**src/rtl/spi_ram_slave_crc.sv**
```systemverilog
// spi_ram_slave_crc
//   SPI slave in front of a small register-array RAM. A frame is an 8-bit
//   command (bit 7 = read, low ADDR_W bits = address), DATA_W data bits and
//   an 8-bit CRC-8 (poly 0x1D, init 0xFF), all MSB first. Writes commit only
//   when the received CRC matches the CRC of command + data. Reads return the
//   RAM word followed by the CRC of that word. SCK, CSN and MOSI are
//   asynchronous and are oversampled in the clk domain.
//
// Ports
//   clk, rstn        system clock, asynchronous active-low reset
//   sck, csn, mosi   SPI inputs (asynchronous to clk)
//   miso             slave data out, MSB first, 0 outside read phases
//   miso_oe          pad enable, follows synchronised ~csn
//   frame_done       1-clk pulse when a complete frame is closed by csn rise
//   crc_err          1-clk pulse when a write frame's CRC mismatches
//   abort            1-clk pulse when csn rises mid-frame
//   wr_cnt           committed write count, wraps
//   dbg_state        current FSM state (for checkers)
module spi_ram_slave_crc #(
    parameter int                DATA_W  = 24,
    parameter int                ADDR_W  = 5,
    parameter bit                CPOL    = 1'b0,
    parameter bit                CPHA    = 1'b0,
    parameter logic [DATA_W-1:0] RST_VAL = '0
) (
    input  logic        clk,
    input  logic        rstn,
    input  logic        sck,
    input  logic        csn,
    input  logic        mosi,
    output logic        miso,
    output logic        miso_oe,
    output logic        frame_done,
    output logic        crc_err,
    output logic        abort,
    output logic [15:0] wr_cnt,
    output logic [2:0]  dbg_state
);

    localparam int DEPTH = 2 ** ADDR_W;
    localparam int CNT_W = $clog2(DATA_W);

    typedef enum logic [2:0] {
        ST_IDLE   = 3'd0,
        ST_CMD    = 3'd1,
        ST_RDLOAD = 3'd2,
        ST_RDATA  = 3'd3,
        ST_RCRC   = 3'd4,
        ST_WDATA  = 3'd5,
        ST_WCRC   = 3'd6,
        ST_WAITCS = 3'd7
    } state_t;

    function automatic logic [7:0] crc8_step(input logic [7:0] c, input logic b);
        crc8_step = (c[7] ^ b) ? ({c[6:0], 1'b0} ^ 8'h1D) : {c[6:0], 1'b0};
    endfunction

    // Synchronisers and edge history
    logic sck_s1_q, sck_s2_q, sck_prev_q;
    logic csn_s1_q, csn_s2_q, csn_prev_q;
    logic mosi_s1_q, mosi_s2_q;

    // Frame state
    state_t              state_q, state_d;
    logic [CNT_W-1:0]    bit_cnt_q, bit_cnt_d;
    logic [7:0]          crc_q, crc_d;
    logic [7:0]          cmd_q, cmd_d;
    logic [DATA_W-1:0]   shreg_q, shreg_d;
    logic [7:0]          rx_crc_q, rx_crc_d;
    logic                miso_q, miso_d;
    logic                pend_q, pend_d;
    logic                miso_oe_q, miso_oe_d;
    logic                frame_done_q, frame_done_d;
    logic                crc_err_q, crc_err_d;
    logic                abort_q, abort_d;
    logic [15:0]         wr_cnt_q, wr_cnt_d;
    logic                wr_en;
    logic [DATA_W-1:0]   mem_q [DEPTH];

    logic sck_rise, sck_fall, lead_ev, trail_ev, sample_ev, shift_ev;
    logic csn_fall, csn_rise, mid_frame;
    logic [7:0]        crc_mosi, crc_miso, cmd_nxt, rx_crc_nxt;
    logic [ADDR_W-1:0] addr;
    logic [DATA_W-1:0] rd_word;
    logic              cmd_unused;

    assign sck_rise  = sck_s2_q & ~sck_prev_q;
    assign sck_fall  = ~sck_s2_q & sck_prev_q;
    // Leading edge leaves the idle level; CPHA picks which edge samples.
    assign lead_ev   = CPOL ? sck_fall : sck_rise;
    assign trail_ev  = CPOL ? sck_rise : sck_fall;
    assign sample_ev = CPHA ? trail_ev : lead_ev;
    assign shift_ev  = CPHA ? lead_ev  : trail_ev;

    assign csn_fall  = csn_prev_q & ~csn_s2_q;
    assign csn_rise  = ~csn_prev_q & csn_s2_q;
    assign mid_frame = (state_q != ST_IDLE) && (state_q != ST_WAITCS);

    assign crc_mosi   = crc8_step(crc_q, mosi_s2_q);
    assign crc_miso   = crc8_step(crc_q, miso_q);
    assign cmd_nxt    = {cmd_q[6:0], mosi_s2_q};
    assign rx_crc_nxt = {rx_crc_q[6:0], mosi_s2_q};
    assign addr       = cmd_q[ADDR_W-1:0];
    assign rd_word    = mem_q[addr];
    // Command bits above the address field carry no meaning once decoded.
    assign cmd_unused = ^cmd_q[7:ADDR_W];

    always_comb begin
        state_d      = state_q;
        bit_cnt_d    = bit_cnt_q;
        crc_d        = crc_q;
        cmd_d        = cmd_q;
        shreg_d      = shreg_q;
        rx_crc_d     = rx_crc_q;
        miso_d       = miso_q;
        pend_d       = pend_q;
        wr_cnt_d     = wr_cnt_q;
        miso_oe_d    = ~csn_s2_q;
        frame_done_d = 1'b0;
        crc_err_d    = 1'b0;
        abort_d      = 1'b0;
        wr_en        = 1'b0;

        if (csn_rise && mid_frame) begin
            abort_d = 1'b1;
            miso_d  = 1'b0;
            state_d = ST_IDLE;
        end else begin
            case (state_q)
                ST_IDLE: begin
                    miso_d = 1'b0;
                    if (csn_fall) begin
                        bit_cnt_d = '0;
                        crc_d     = 8'hFF;
                        state_d   = ST_CMD;
                    end
                end
                ST_CMD: begin
                    if (sample_ev) begin
                        cmd_d = cmd_nxt;
                        crc_d = crc_mosi;
                        if (bit_cnt_q == CNT_W'(7)) begin
                            bit_cnt_d = '0;
                            state_d   = cmd_nxt[7] ? ST_RDLOAD : ST_WDATA;
                        end else begin
                            bit_cnt_d = bit_cnt_q + CNT_W'(1);
                        end
                    end
                end
                ST_RDLOAD: begin
                    // MSB goes straight onto miso; the rest waits in shreg.
                    miso_d    = rd_word[DATA_W-1];
                    shreg_d   = rd_word << 1;
                    crc_d     = 8'hFF;
                    pend_d    = 1'b0;
                    bit_cnt_d = '0;
                    state_d   = ST_RDATA;
                end
                ST_RDATA: begin
                    // pend gates shifting so the edge right after RDLOAD
                    // cannot skip past the MSB before the master sampled it.
                    if (sample_ev) begin
                        crc_d  = crc_miso;
                        pend_d = 1'b1;
                        if (bit_cnt_q == CNT_W'(DATA_W - 1)) begin
                            shreg_d   = DATA_W'(crc_miso) << (DATA_W - 8);
                            bit_cnt_d = '0;
                            state_d   = ST_RCRC;
                        end else begin
                            bit_cnt_d = bit_cnt_q + CNT_W'(1);
                        end
                    end else if (shift_ev && pend_q) begin
                        miso_d  = shreg_q[DATA_W-1];
                        shreg_d = shreg_q << 1;
                        pend_d  = 1'b0;
                    end
                end
                ST_RCRC: begin
                    if (sample_ev) begin
                        pend_d = 1'b1;
                        if (bit_cnt_q == CNT_W'(7)) begin
                            miso_d  = 1'b0;
                            state_d = ST_WAITCS;
                        end else begin
                            bit_cnt_d = bit_cnt_q + CNT_W'(1);
                        end
                    end else if (shift_ev && pend_q) begin
                        miso_d  = shreg_q[DATA_W-1];
                        shreg_d = shreg_q << 1;
                        pend_d  = 1'b0;
                    end
                end
                ST_WDATA: begin
                    if (sample_ev) begin
                        shreg_d = {shreg_q[DATA_W-2:0], mosi_s2_q};
                        crc_d   = crc_mosi;
                        if (bit_cnt_q == CNT_W'(DATA_W - 1)) begin
                            bit_cnt_d = '0;
                            state_d   = ST_WCRC;
                        end else begin
                            bit_cnt_d = bit_cnt_q + CNT_W'(1);
                        end
                    end
                end
                ST_WCRC: begin
                    // crc_q is frozen here: it holds the CRC of cmd + data.
                    if (sample_ev) begin
                        rx_crc_d = rx_crc_nxt;
                        if (bit_cnt_q == CNT_W'(7)) begin
                            if (rx_crc_nxt == crc_q) begin
                                wr_en    = 1'b1;
                                wr_cnt_d = wr_cnt_q + 16'd1;
                            end else begin
                                crc_err_d = 1'b1;
                            end
                            state_d = ST_WAITCS;
                        end else begin
                            bit_cnt_d = bit_cnt_q + CNT_W'(1);
                        end
                    end
                end
                ST_WAITCS: begin
                    miso_d = 1'b0;
                    if (csn_rise) begin
                        frame_done_d = 1'b1;
                        state_d      = ST_IDLE;
                    end
                end
                default: state_d = ST_IDLE;
            endcase
        end
    end

    always_ff @(posedge clk or negedge rstn) begin
        if (!rstn) begin
            sck_s1_q     <= CPOL;
            sck_s2_q     <= CPOL;
            sck_prev_q   <= CPOL;
            csn_s1_q     <= 1'b1;
            csn_s2_q     <= 1'b1;
            csn_prev_q   <= 1'b1;
            mosi_s1_q    <= 1'b0;
            mosi_s2_q    <= 1'b0;
            state_q      <= ST_IDLE;
            bit_cnt_q    <= '0;
            crc_q        <= 8'hFF;
            cmd_q        <= '0;
            shreg_q      <= '0;
            rx_crc_q     <= '0;
            miso_q       <= 1'b0;
            pend_q       <= 1'b0;
            miso_oe_q    <= 1'b0;
            frame_done_q <= 1'b0;
            crc_err_q    <= 1'b0;
            abort_q      <= 1'b0;
            wr_cnt_q     <= '0;
            for (int i = 0; i < DEPTH; i++) mem_q[i] <= RST_VAL;
        end else begin
            sck_s1_q     <= sck;
            sck_s2_q     <= sck_s1_q;
            sck_prev_q   <= sck_s2_q;
            csn_s1_q     <= csn;
            csn_s2_q     <= csn_s1_q;
            csn_prev_q   <= csn_s2_q;
            mosi_s1_q    <= mosi;
            mosi_s2_q    <= mosi_s1_q;
            state_q      <= state_d;
            bit_cnt_q    <= bit_cnt_d;
            crc_q        <= crc_d;
            cmd_q        <= cmd_d;
            shreg_q      <= shreg_d;
            rx_crc_q     <= rx_crc_d;
            miso_q       <= miso_d;
            pend_q       <= pend_d;
            miso_oe_q    <= miso_oe_d;
            frame_done_q <= frame_done_d;
            crc_err_q    <= crc_err_d;
            abort_q      <= abort_d;
            wr_cnt_q     <= wr_cnt_d;
            if (wr_en) mem_q[addr] <= shreg_q;
        end
    end

    assign miso       = miso_q;
    assign miso_oe    = miso_oe_q;
    assign frame_done = frame_done_q;
    assign crc_err    = crc_err_q;
    assign abort      = abort_q;
    assign wr_cnt     = wr_cnt_q;
    assign dbg_state  = state_q;

endmodule

```
**config.mk**
```make
export PLATFORM = sky130hd
export DESIGN_NAME = spi_ram_slave_crc
export DESIGN_NICKNAME = d
export VERILOG_FILES = /design/src/rtl/spi_ram_slave_crc.sv
export SDC_FILE = /design/constraint.sdc
export NUM_CORES = 1
export LEC_CHECK = 0
export CAP_MARGIN = 20
export CORE_MARGIN = 4
export CORE_UTILIZATION = 48
export DETAILED_ROUTE_END_ITERATION = 7
export HOLD_SLACK_MARGIN = 0.12
export PLACE_DENSITY = 0.65
export SETUP_SLACK_MARGIN = 0.4
export SLEW_MARGIN = 20
export SYNTH_ARGS = -nofsm -noshare
export SYNTH_HDL_FRONTEND = slang
export SYNTH_SLANG_ARGS = --single-unit
```
**constraint.sdc**
```tcl
create_clock -name clk -period 7.9 [get_ports clk]
set_input_delay 0.79 -clock clk [delete_from_list [all_inputs] [get_ports clk]]
set_output_delay 0.79 -clock clk [all_outputs]
set_load 0.02 [all_outputs]
```
# Yosys cells after proc, flatten, opt, wreduce, memory -nomap -nowiden
# Cells that the tools add are included.
# totals
regBits	852
latchBits	0
mem_bits_rw	0
rom_bits	0
output_inout_bits	24
wordCells	191
n_memories	0
# classes
addsub	2
multipliers	0
div	0
n_lt_le_gt_ge	2
eq_ne	34
n_shift	0
mux	62
n_bitwise	13
n_reduce_logical	25
# op_table
cell	count
$bwmux W768	1
$mux W24	8
$bmux W24 S5	1
$demux W24 S5	1
$pmux W24 S4	1
$mux W5	9
$mux W3	12
$ne A3 B3 Y1 const B	11
$pmux W8 S4	1
$pmux W5 S5	1
$mux W8	3
$mux W1	21
$pmux W3 S7	1
$add A16 B1 Y16 const B	1
$reduce_and A5 Y1	3
$eq A3 B3 Y1 const B	4
$ne A2 B2 Y1 const B	6
$reduce_and A3 Y1	4
$reduce_and A10 Y1	1
$reduce_bool A5 Y1	2
$reduce_or A2 Y1	5
$ne A3 B1 Y1 const B	3
$eq A8 B8 Y1	1
$reduce_bool A4 Y1	2
21 further kinds	35

# Logic depth before layout (Yosys ltp)
# Gate-level depths: netlist of run 1.
# logic_depth
ltp_word	7
ltp_mapped	9
depth_no_buf	6

# Worst setup path before layout of run 1
# OpenSTA, ideal clock, no wires.
# synth_timing
kind	flip-flop to flip-flop
startpoint	register bit_cnt_q[0]
endpoint	register mem_q[157] (netlist name)
arrival_time_ns	2.537
t_required_ns	7.775
slack_ns	5.238
path_stages_with_launch	10
n_path_buf	3
cell_sequence	dfrtp_1 ha_1 and4bb_2 nand4_2 or3_1 buf_6 buf_12 nor4b_4 buf_6 mux2_4
# synth_via
elab_chain_cells	5
# synth_lines
element	line_no	rtl
from (decl)	65	logic [CNT_W-1:0] bit_cnt_q, bit_cnt_d;
from (signal assigned)	268	bit_cnt_q <= bit_cnt_d;
$eq A5 B3 Y1	209	if (bit_cnt_q == CNT_W'(7)) begin
$mux W1	209	
$mux W1	207	if (sample_ev) begin
$mux W1	129	case (state_q)
$mux W1	124	if (csn_rise && mid_frame) begin
to (signal, indexed assignment)	280	if (wr_en) mem_q[addr] <= shreg_q;
to (decl)	78	logic [DATA_W-1:0] mem_q [DEPTH];
# Every way passes these cells.
# A chain may end at the register's enable or synchronous reset.

# Worst setup path after layout of run 1
# layout_timing
startpoint	register cmd_q[1]
endpoint	register shreg_q[23]
# layout_via
elab_chain_cells	5
# layout_lines
element	line_no	rtl
from (decl)	67	logic [7:0] cmd_q, cmd_d;
from (signal assigned)	270	cmd_q <= cmd_d;
$not A5 Y6 (implied by the code)	104	assign rd_word = mem_q[addr];
$bmux W24 S5	104	
$mux W24 (implied by the code) (2 in series)	104	
$pmux W24 S4	129	
to (signal assigned)	271	shreg_q <= shreg_d;
to (decl)	68	logic [DATA_W-1:0] shreg_q, shreg_d;
# Every way passes these cells. The select of a mux whose other input is x is not followed.

==> impl_metrics.env, run 1 <==
export IMPL_finalNetCount=2830
export IMPL_slew_violations=0
export IMPL_clkTransAtPathRegs_ps=60
export IMPL_max_cap_violations=0
export IMPL_dp_cells=3800
export IMPL_status="complete, no violations"
export IMPL_timing_final_ws_setup_ps=3760
export IMPL_post_cts_setup_buffers=0
export IMPL_via_count=25000
export IMPL_syn_area_um2=40000
export IMPL_postCtsHoldBufs=0
export IMPL_fmaxAchievable_mhz=241
export IMPL_gp_congestion=0.838
export IMPL_yosys_warnings=0
export IMPL_globalRouteTotalUtil_pct=25.6
export IMPL_regArea_um2=21300
export IMPL_slew_headroom_pct=16.6
export IMPL_cts_buffers_inserted=90
export IMPL_vdd_ir_drop_max_v=0.000308
export IMPL_hold_viol=0
export IMPL_multiInputGateArea_um2=17300
export IMPL_drc_errors=0
export IMPL_overflow=0
export IMPL_cts_buffer_depth=3
export IMPL_criticalPathCategory="reg2reg"
export IMPL_root_buffer="clkbuf_16"
export IMPL_final_cell_count_no_fill=3967
export IMPL_post_cts_resized=0
export IMPL_clock_sinks=852
export IMPL_antenna_cells=0
export IMPL_grt_pass1_wl_um=169000
export IMPL_cp_required_ps=8410
export IMPL_grt_max_degree=200
export IMPL_wire_per_inst_um=28.1
export IMPL_ys_types=73
export IMPL_async_flop_share_pct=100
export IMPL_io_pins=29
export IMPL_synth_edf_count=0
export IMPL_p_leak_nw=20.7
export IMPL_setup_violations=0
export IMPL_num_rows=105
export IMPL_reg2regPathDepth=7
export IMPL_period_minus_slack_ps=4140
export IMPL_cp_max_fo=109
export IMPL_period_share_pct=52.4
export IMPL_grt_pass1_vias=26100
export IMPL_startpoint_type="flop"
export IMPL_core_area_um2=82400
export IMPL_syn_area_per_cell_um2=13.8
export IMPL_drive_above_1_share_pct=37.3
export IMPL_htree_num_levels=3
export IMPL_clk_latency_ps=650
export IMPL_max_slew_worst_pin_slew_ps=1250
export IMPL_ys_ff_latch=852
export IMPL_hold_path_class="in2async"
export IMPL_finalClockSkew_ps=23.7
export IMPL_fill_cells=6713
export IMPL_wl_um=112000
export IMPL_pre_cts_ws_ps=3840
export IMPL_initial_core_util_pct=48.5
export IMPL_firstDrtPassIters=5
export IMPL_yosysSeqAreaShare_pct=53.4
export IMPL_die_w_um=297
export IMPL_cp_data_arrival_time_ps=4650
export IMPL_area_growth_pct=10.1
export IMPL_routed_via_density=6.29
export IMPL_syn_inst=2902
export IMPL_die_h_um=297
export IMPL_hpwl_um=62700
export IMPL_end_kind="flop"
export IMPL_dieArea_um2=88000
export IMPL_p_per_area_nw_per_um2=266
export IMPL_rsz0062_at_grt="false"
export IMPL_cts_tree="built"
export IMPL_port_buffers=28
export IMPL_drt_initial_drc_count=1901
export IMPL_synth_main_ff_cell="dfrtp_1"
export IMPL_tns_ps=0
export IMPL_ant_nets=0
export IMPL_grt_antenna_before_repair=0
export IMPL_syn_nets=2909
layout by cell type, fill, tap and decap left out, types with 16 or more instances in the layout:
master           synthesis  final
a21oi_1                 35     35
mux2_4                  40     40
mux2i_1                316    316
or4_1                   36     36
clkbuf_1               162     20
buf_4                   10     66
clkbuf_8                 0     24
mux4_2                  33     33
nand2_1                 49     49
mux2_1                  27     27
o211ai_1                18     18
o22ai_1                151    150
clkdlybuf4s50_1          0     27
clkbuf_16                0     92
dfrtp_1                841    835
mux2_2                 728    728
xnor2_1                 16     16
nand3_1                 34     34
nor2_1                  36     36
o21ai_0                 34     34
Yosys cell counts (5+ instances only):
library cell / instances / area [µm²]
nor4_4: 8 / 170
clkbuf_2: 5 / 25.0
o22a_1: 8 / 70.1
nand2b_1: 8 / 50.1
nand4b_1: 9 / 78.8
nor2b_1: 9 / 56.3
a221oi_1: 6 / 52.6
nand3b_1: 5 / 37.5
or3_1: 5 / 31.3
a22o_1: 7 / 61.3
nor4b_4: 7 / 166
o21ai_0: 34 / 170
o22ai_1: 151 / 945
clkbuf_1: 162 / 608
mux2_2: 728 / 8200
mux4_2: 33 / 743
nand3_1: 34 / 170
o31ai_1: 9 / 67.6
buf_2: 37 / 185
buf_4: 10 / 75.1
buf_6: 36 / 405
o211ai_1: 18 / 135
nand4bb_1: 6 / 67.6
a21oi_1: 35 / 175
dfstp_2: 11 / 289
mux2i_1: 316 / 3160
nand4_1: 15 / 93.8
xor2_1: 13 / 114
xnor2_1: 16 / 140
mux2_4: 40 / 601
dfrtp_1: 841 / 21000
nand2_1: 49 / 184
a22oi_1: 12 / 90.1
mux2_1: 27 / 304
nor3_1: 15 / 75.1
or4_1: 36 / 270
inv_1: 9 / 33.8
and3_1: 5 / 31.3
nor4_1: 10 / 62.6
buf_1: 21 / 78.8
nor2_1: 36 / 135
through the flow:
step / total power, mW / instance area [µm²] / hold slack, ps / utilization [%]
floorplan: 6.47 / 40000 / 331 / -
detailed placement: 7.36 / 40900 / 338 / 49.6
global route: 12.1 / 44000 / 227 / 53.4
finish: 11.7 / 44000 / 172 / 53.4
CTS: 11.8 / 44000 / 191 / 53.4
global placement: 7.32 / 40900 / 336 / 49.6
flip-flops by register name (all words and copies together), names as in the netlist, 3 cells and up:
| name | cells |
|---|---|
| rx_crc_q | 7 |
| wr_cnt | 16 |
| crc_q | 8 |
| shreg_q | 24 |
| cmd_q | 7 |
| bit_cnt_q | 5 |
| mem_q | 768 |
| dbg_state | 3 |
path summary, 6_finish.rpt:
path | startpoint | end | slack [ps]
worst min register to register | mosi_s1_q | mosi_s2_q | 350
min in group clk | mosi_s1_q | mosi_s2_q | 350
worst max register to register | cmd_q[1] | shreg_q[23] | 3760
max in group asynchronous | rstn | mem_q[648] | 6150
worst min-delay path | rstn | mem_q[423] | 170
worst max-delay path | cmd_q[1] | shreg_q[23] | 3760
worst max-delay path, stage by stage (launching register included):
cell	delay, ps
dfrtp_4	800
buf_4	800
buf_12	620
mux2i_1	280
o22ai_1	100
or4_1	590
a221oi_1	460
o21ai_0	140
final cells by class:
| cell class | instances | area share [%] |
|---|---|---|
| flip-flops and latches | 852 | 48.5 |
| multi-input cells | 1768 | 39.2 |
| clock buffers | 136 | 6.15 |
| well taps | 1070 | 3.04 |
| repair buffers | 101 | 2.09 |
| clock inverters | 30 | 0.904 |
| inverters | 10 | 0.0853 |
report_power, final:
part           switching, mW  internal, mW  total (mW)
logic                   1.70         0.868        2.57
clock network           1.77          2.63        4.40
registers              0.297          4.46        4.76
kinds of logic after synthesis:
group | synth area share, %
AOI/OAI and AO/OA | 5.02
xor gates and xnor gates | 0.635
adders and majority gates | 0.0626
buffers and inverters | 3.59
DFF | 53.4
muxes | 32.5
and+or+nand+nor | 4.81
per-layer routing:
layer  part of all wire, %  track usage (%)  wire, µm  up-vias
li1                      -                -         -    10600
met1                    43             35.4     48100    13400
met2                    48             41.3     53000      774
met3                   6.0             4.62      6730      220
met4                   3.3             8.08      3680        0
met5                     0                0         0        -
No activity file was read; power rests on OpenSTA's default activity.
==> run 2: changes to the inputs <==
==> constraint.sdc (replaced) <==
create_clock -name clk -period 4.2 [get_ports clk]
set_input_delay 0.42 -clock clk [delete_from_list [all_inputs] [get_ports clk]]
set_output_delay 0.42 -clock clk [all_outputs]
set_load 0.02 [all_outputs]
==> run 2 against run 1 <==
Critical path depth rose by 1. First-iteration DRC count increased by 0.74%. Combinational power increased by 94%. Highest routed layer unchanged. Sequential share of layout area is 0.38 points lower. Clock skew decreased by 6.5 ps. Critical endpoint is now mem_q[434].
==> impl_metrics.env, run 2 (synthesis results as in run 1) <==
export IMPL_ant_nets=0
export IMPL_grt_max_degree=130
export IMPL_clock_sinks=852
export IMPL_slew_headroom_pct=25.6
export IMPL_grt_pass1_vias=25800
export IMPL_globalRouteTotalUtil_pct=25.1
export IMPL_port_buffers=28
export IMPL_comb_power_share_pct=22.8
export IMPL_htree_num_levels=3
export IMPL_swShare_pct=32.4
export IMPL_end_kind="flop"
export IMPL_slew_violations=0
export IMPL_utilization_pct=53.9
export IMPL_status="complete, no violations"
export IMPL_period_share_pct=86.1
export IMPL_timing_hold_ws_ps=207
export IMPL_gp_congestion=0.830
export IMPL_hold_path_class="in2reg"
export IMPL_pre_cts_ws_ps=625
export IMPL_overflow=0
export IMPL_timing_final_ws_setup_ps=583
export IMPL_final_cell_count_no_fill=4005
export IMPL_die_h_um=297
export IMPL_max_flop_register="mem_q"
export IMPL_initial_core_util_pct=48.5
export IMPL_setup_violations=0
export IMPL_dp_cells=3837
export IMPL_firstDrtPassIters=5
export IMPL_cp_data_arrival_time_ps=4130
export IMPL_tns_ps=0
export IMPL_drive_above_1_share_pct=38.1
export IMPL_pwr_share_clk_pct=36.3
export IMPL_finalNetCount=2867
export IMPL_root_buffer="clkbuf_16"
export IMPL_postCtsHoldBufs=1
export IMPL_period_minus_slack_ps=3620
export IMPL_vdd_ir_drop_max_v=0.000356
export IMPL_drc_errors=0
export IMPL_criticalPathCategory="reg2reg"
export IMPL_sequentialPowerShare_pct=40.9
export IMPL_final_common_cell="dfrtp_1"
export IMPL_grt_antenna_before_repair=0
export IMPL_via_count=25000
export IMPL_dieArea_um2=88000
export IMPL_p_per_area_nw_per_um2=493
export IMPL_finalClockSkew_ps=17.2
export IMPL_hold_viol=0
export IMPL_fmaxAchievable_mhz=276
export IMPL_io_pins=29
export IMPL_post_cts_setup_buffers=0
export IMPL_num_rows=105
export IMPL_largest_reg_flops=768
export IMPL_drt_initial_drc_count=1915
export IMPL_area_growth_pct=10.9
export IMPL_wire_per_inst_um=27.3
export IMPL_routed_via_density=6.23
export IMPL_cp_required_ps=4710
export IMPL_wl_um=109000
export IMPL_switchingPower_mw=7.07
export IMPL_intPower_mw=14.8
export IMPL_p_leak_nw=20.9
export IMPL_mostFrequentLayoutCells="834 x dfrtp_1, 728 x mux2_2, 316 x mux2i_1"
export IMPL_cp_max_fo=28
export IMPL_clkTransAtPathRegs_ps=60
export IMPL_cts_buffers_inserted=88
export IMPL_max_slew_worst_pin_slew_ps=1120
export IMPL_grt_pass1_wl_um=166000
export IMPL_startpoint_type="flop"
export IMPL_post_cts_resized=0
export IMPL_die_w_um=297
export IMPL_clk_latency_ps=640
export IMPL_cts_tree="built"
export IMPL_rsz0062_at_grt="false"
export IMPL_hpwl_um=65800
export IMPL_max_cap_violations=0
export IMPL_cts_buffer_depth=3
export IMPL_core_area_um2=82400
==> run 2: cell types whose count changed in the layout (fill, tap and decap cells not counted), moves of 2 or more <==
cell	change
clkbuf_8	-4
clkinv_8	+3
clkbuf_1	-2
clkbuf_16	-3
buf_4	+22
clkinv_2	+8
nand4bb_2	-3
bufinv_16	-2
buf_12	+16
nand4bb_1	+3
==> run 2: worst paths after layout <==
check,cells past startpoint,slack (ps),end,startpoint
max in group asynchronous,3,2520,mem_q[202],rstn
worst max register to register,8,580,mem_q[434],bit_cnt_q[0]
worst min register to register,0,350,mosi_s2_q,mosi_s1_q
worst min-delay path,1,210,csn_s1_q,csn
worst max-delay path,8,580,mem_q[434],bit_cnt_q[0]
min in group asynchronous,2,420,mem_q[567],rstn
==> run 2: per-layer routing <==
layer | routed length [µm] | track usage, % | up-vias | part of all wire (%)
li1 | - | - | 10700 | -
met1 | 48200 | 34.9 | 13400 | 44
met2 | 51500 | 40.3 | 732 | 47
met3 | 6100 | 4.26 | 213 | 5.6
met4 | 3700 | 8.40 | 0 | 3.4
met5 | 0 | 0 | - | 0
==> run 2: cell type report <==
type	count	area, µm²
inverters	10	37.5
well taps	1070	1340
diodes	1	2.50
multi-input cells	1768	17200
repair buffers	140	1420
clock buffers	127	2570
flip-flops and latches	852	21300
clock inverters	37	398
fillers	6723	38000
==> run 2: worst max-delay path: stages (launching register included) <==
cell,delay [ps]
dfrtp_1,380
ha_1,250
and4bb_2,330
nand4_2,170
or3_2,840
buf_4,360
nor4b_4,270
buf_4,440
mux2_2,400
==> run 2: stage by stage <==
stage                     power (mW)  cell area [µm²]
after global placement          13.9            41300
after detailed placement        14.0            41300
after global routing            22.6            44400
after CTS                       21.9            44300
after floorplan                 12.2            40000
final                           21.8            44400
==> run 2: power by group through the flow <==
| stage | logic [mW] | registers (mW) | clock network [mW] |
|---|---|---|---|
| floorplan | 3.49 | 8.68 | 0 |
| global placement | 4.87 | 9.05 | 0 |
| detailed placement | 4.93 | 9.07 | 0 |
| CTS | 4.94 | 8.92 | 8.08 |
| global route | 5.22 | 8.97 | 8.43 |
| finish | 4.99 | 8.94 | 7.92 |
